==> src/rtl/mips_cpu_instr_rom_loader.sv <==
// Instruction ROM for the Harvard MIPS core: filled once from a byte-serial
// valid/ready stream, then answers combinational instruction fetches.
module mips_cpu_instr_rom_loader #(
    parameter logic [31:0] BASE_ADDR   = 32'hBFC00000,
    parameter int          DEPTH_WORDS = 64,
    parameter int          IDX_W       = 6
) (
    input  logic             clk,
    input  logic             reset,
    input  logic             load_valid,
    output logic             load_ready,
    input  logic [7:0]       load_byte,
    input  logic             load_last,
    output logic             loaded,
    output logic             load_overflow,
    output logic [IDX_W:0]   words_loaded,
    input  logic [31:0]      instr_address,
    output logic [31:0]      instr_readdata,
    output logic             fetch_fault
);

    typedef enum logic {
        S_LOAD = 1'b0,
        S_DONE = 1'b1
    } state_t;

    state_t            state;
    state_t            state_next;
    logic [1:0]        lane;
    logic [31:0]       asm_word;
    logic [31:0]       mem [DEPTH_WORDS];

    logic              accept;
    logic              full;
    logic [31:0]       word_now;
    logic [IDX_W-1:0]  wr_idx;
    logic [31:0]       fetch_off;
    logic [IDX_W-1:0]  fetch_idx;
    logic              fetch_in_range;
    logic              fetch_aligned;

    // Place a byte into its little-endian lane of the word being assembled.
    function automatic logic [31:0] merge_lane(input logic [31:0] word,
                                               input logic [7:0]  data,
                                               input logic [1:0]  sel);
        logic [31:0] shifted;
        shifted = {24'd0, data} << {sel, 3'b000};
        return word | shifted;
    endfunction

    assign accept   = load_valid & load_ready;
    assign full     = (words_loaded == (IDX_W+1)'(DEPTH_WORDS));
    assign word_now = merge_lane(asm_word, load_byte, lane);
    assign wr_idx   = words_loaded[IDX_W-1:0];

    always_ff @(posedge clk or negedge reset) begin
        if (!reset) begin
            state <= S_LOAD;
        end else begin
            state <= state_next;
        end
    end

    always_comb begin
        state_next = state;
        load_ready = 1'b0;
        loaded     = 1'b0;
        case (state)
            S_LOAD: begin
                load_ready = 1'b1;
                if (accept && load_last) begin
                    state_next = S_DONE;
                end
            end
            S_DONE: begin
                loaded = 1'b1;
            end
            default: state_next = S_LOAD;
        endcase
    end

    // Bytes past the last word are dropped; only the sticky flag records them.
    always_ff @(posedge clk or negedge reset) begin
        if (!reset) begin
            lane          <= 2'd0;
            asm_word      <= 32'd0;
            words_loaded  <= '0;
            load_overflow <= 1'b0;
            for (int i = 0; i < DEPTH_WORDS; i++) begin
                mem[i] <= 32'd0;
            end
        end else if (accept) begin
            if (full) begin
                load_overflow <= 1'b1;
            end else if (lane == 2'd3 || load_last) begin
                mem[wr_idx]  <= word_now;
                words_loaded <= words_loaded + (IDX_W+1)'(1);
                lane         <= 2'd0;
                asm_word     <= 32'd0;
            end else begin
                asm_word <= word_now;
                lane     <= lane + 2'd1;
            end
        end
    end

    assign fetch_off      = instr_address - BASE_ADDR;
    assign fetch_idx      = fetch_off[IDX_W+1:2];
    assign fetch_in_range = (fetch_off < 32'(4 * DEPTH_WORDS));
    assign fetch_aligned  = (instr_address[1:0] == 2'b00);

    // Address 0 is the CPU halt target and must never fault.
    always_comb begin
        instr_readdata = 32'd0;
        fetch_fault    = 1'b0;
        if (instr_address != 32'd0) begin
            if (!fetch_aligned || !fetch_in_range) begin
                fetch_fault = 1'b1;
            end else if (loaded) begin
                instr_readdata = mem[fetch_idx];
            end
        end
    end

endmodule

==> config.mk <==
export PLATFORM = sky130hd
export DESIGN_NAME = mips_cpu_instr_rom_loader
export DESIGN_NICKNAME = d
export VERILOG_FILES = /design/src/rtl/mips_cpu_instr_rom_loader.sv
export SDC_FILE = /design/constraint.sdc
export NUM_CORES = 2
export LEC_CHECK = 0
export ABC_AREA = 0
export ABC_CLOCK_PERIOD_IN_PS = 7300
export CAP_MARGIN = 30
export CORE_ASPECT_RATIO = 1.75
export CORE_UTILIZATION = 45
export DETAILED_ROUTE_END_ITERATION = 8
export SLEW_MARGIN = 15
export SYNTH_ARGS = -nofsm -noshare
export SYNTH_HDL_FRONTEND = slang
export SYNTH_SLANG_ARGS = --single-unit
==> constraint.sdc <==
create_clock -name clk -period 7.3 [get_ports clk]
set_clock_uncertainty 0.15 [all_clocks]
set_input_delay 1.46 -clock clk [delete_from_list [all_inputs] [get_ports clk]]
set_output_delay 1.46 -clock clk [all_outputs]
set_load 0.05 [all_outputs]
==> impl_metrics.json <==
{
  "via_per_inst": 5.89,
  "avgSynthCellArea_um2": 10.7,
  "netlist_area_um2": 90300,
  "die-area_um2": 202000,
  "synthArstFlopShare_pct": 100,
  "cellPowerDensity_nw_per_um2": 227,
  "gr-total-overflow": 0,
  "synth_ff_type": "dfrtp_1",
  "critPathArrivalTime_ns": 5.44,
  "remaining_drc_errors": 0,
  "area_growth_pct": 12.4,
  "antenna_found_initial": 8,
  "ys_seq_area_share_pct": 58.0,
  "p_leak_nw": 45.1,
  "ctsHoldBuffers": 0,
  "gr-usage-all-layers_pct": 28.7,
  "syn_inst": 8417,
  "cts-root-buf": "clkbuf_16",
  "drt_iter0_drc": 6100,
  "netlist_top_cells_count": "dfrtp_1, nor2_1, a21oi_1",
  "clk_latency_ns": 0.85,
  "min_path_type": "flip-flop to flip-flop",
  "gp_congestion": 0.875,
  "start_kind": "input port",
  "tns_ns": 0,
  "post-cts-setup-buffers": 0,
  "p_sw_mw": 5.23,
  "grt_pass1_wl_mm": 431,
  "path_class": "input port to primary output",
  "finalSetupViolCount": 0,
  "die_y_um": 595,
  "relSlewSlack_pct": 18.7,
  "worstMarginPinSlew_ns": 1.22,
  "rrSetupSlack_ns": 2.99,
  "hold_viol_final": 0,
  "pre_cts_ws_ns": 0.386,
  "yosysUniqueCellTypes": 54,
  "fmax_ghz": 0.142,
  "h-tree-depth": 4,
  "post-route-period-util_pct": 96.6,
  "postRouteAntennaNets": 0,
  "synth_top_area_share_pct": 58.0,
  "final_util_pct": 50.8,
  "yosysMostFrequentCell": "dfrtp_1",
  "cts-buffers-inserted": 193,
  "first_pass_iters": 6,
  "swShare_pct": 22.7,
  "ys_warn_count": 0,
  "clk_pin_slew_ns": 0.06,
  "fp-row-count": 217,
  "seqPwrFrac_pct": 50.8,
  "synth.net_count": 8464,
  "finalWorstSetupSlack_ns": 0.251,
  "vias": 64473,
  "synth_top_cell_by_area": "dfrtp_1",
  "comb_power_share_pct": 4.6,
  "wl_mm": 287,
  "synth-edff-count": 0,
  "synthTopCellsByArea": "dfrtp_1, mux4_2, a21oi_1",
  "pwr-share-clk_pct": 44.6,
  "finalCriticalPeriod_ns": 7.05,
  "grt_pass1_vias": 65073,
  "status": "finished clean",
  "drive_gt1_share_pct": 14.8,
  "clockBufferDepth": 4,
  "slew_viol_final": 0,
  "layout.nets": 8220,
  "internal_power_mw": 17.8,
  "grt_start_max_net_pins": 193,
  "maxCapViolCount": 0,
  "io_buffers": 86,
  "post_cts_resized": 0,
  "die_w_um": 341,
  "cts_tree": "built",
  "core_area_um2": 200000,
  "rsz0062_at_grt": "false",
  "place_hpwl_mm": 181,
  "cp_max_fo": 45,
  "ir_drop_uv": 183,
  "io_pins": 87,
  "initial_core_util_pct": 45.2,
  "cp-end-kind": "primary output",
  "wl_per_cell_um": 26.3,
  "ys_ff_latch": 2091,
  "critical_path_required_ns": 5.69,
  "cts.sinks": 2091
}
==> worst paths after layout <==
check / from / endpoint / depth (start not counted)
worst max-delay path: instr_address[3] / instr_readdata[7] / 11
worst min-delay path: mem[802]$_DFFE_PN0P_ / mem[802]$_DFFE_PN0P_ / 2
worst max register to register: words_loaded[0]$_DFFE_PN0P_ / mem[1295]$_DFFE_PN0P_ / 10
worst min register to register: mem[802]$_DFFE_PN0P_ / mem[802]$_DFFE_PN0P_ / 2
max in group asynchronous: reset / mem[511]$_DFFE_PN0P_ / 3
min in group asynchronous: reset / mem[1033]$_DFFE_PN0P_ / 1
==> through the flow <==
step / instances / hold WS [ns] / area [um^2] / power, mW
final: 10943 / 0.324 / 101000 / 23.0
after global routing: 10942 / 0.343 / 101000 / 23.7
after CTS: 10933 / 0.328 / 101000 / 23.2
after detailed placement: 10598 / 0.313 / 95100 / 13.0
after global placement: 10578 / 0.305 / 94700 / 13.0
after floorplan: 8417 / 0.292 / 90300 / 12.4
==> sequential cells by signal (all words and copies together), names as in the netlist <==
| register | count |
|---|---|
| asm_word | 32 |
| load_overflow | 1 |
| lane | 2 |
| state | 1 |
| mem | 2048 |
| words_loaded | 7 |
==> worst max-delay path, cell delays in order <==
cell	delay [ns]
buf_8	0.38
buf_4	0.73
nand2_1	0.40
buf_4	0.35
o22ai_1	0.20
nor3_1	0.11
nor4_1	0.39
buf_4	0.19
nor2_1	0.03
nor3_1	0.85
buf_12	0.23
==> power groups by stage <==
stage	Sequential, mW	Clock, mW	Combinational (mW)
3_3_place_gp	11.9	0	1.06
6_report	11.7	10.3	1.06
4_1_cts	11.7	10.4	1.07
3_5_place_dp	11.9	0	1.07
5_1_grt	11.7	10.8	1.14
2_1_floorplan	11.9	0	0.477
==> layer usage <==
layer,global-route usage [%],wire (um),share of wire (%),up-vias
li1,-,-,-,28736
met1,36.1,109000,38,32782
met2,48.7,144000,50,2261
met3,3.94,18100,6.3,688
met4,13.9,16100,5.6,6
met5,0,41,0.014,-
==> cells by family after synthesis <==
| group | synth area share [%] |
|---|---|
| AO/OA/AOI/OAI | 13.7 |
| XOR/XNOR | 0.0485 |
| adder cells (fa/ha/maj) | 0.0416 |
| buffers and inverters | 3.61 |
| flip-flops | 58.0 |
| multiplexers | 14.1 |
| AND/OR/NAND/NOR | 10.5 |
==> area by class of cell <==
type                    count  area, um^2
fillers                 17572       98100
flip-flops and latches   2091       52300
multi-input cells        5494       35500
clock buffers             278        5610
repair buffers            384        4090
well taps                2628        3290
clock inverters            57         649
inverters                   9        38.8
diodes                      2        5.00
==> placed cells by master (no fill, tap or decap), types with 14 or more instances in the layout <==
| cell type | synthesis | final |
|---|---|---|
| a21oi_4 | 0 | 28 |
| clkbuf_16 | 0 | 197 |
| clkbuf_1 | 716 | 43 |
| a21oi_1 | 1174 | 1146 |
| mux4_2 | 481 | 481 |
| a22oi_1 | 42 | 42 |
| mux2i_1 | 176 | 176 |
| a31oi_1 | 20 | 16 |
| clkdlybuf4s50_1 | 0 | 47 |
| nor3_1 | 61 | 56 |
| nand2_1 | 1060 | 1045 |
| nand3_1 | 33 | 22 |
| clkinv_2 | 0 | 38 |
| nor2_1 | 1201 | 1169 |
| o22ai_1 | 56 | 56 |
| o21ai_0 | 1003 | 1003 |
| nor2b_1 | 21 | 21 |
| a211oi_1 | 24 | 24 |
| bufinv_16 | 0 | 14 |
| nor2_4 | 0 | 32 |
| buf_4 | 16 | 248 |
| dfrtp_1 | 2091 | 2091 |
| buf_12 | 0 | 68 |
| clkbuf_8 | 0 | 38 |
| a221oi_1 | 28 | 28 |
Power figures use the tool's default switching activity.
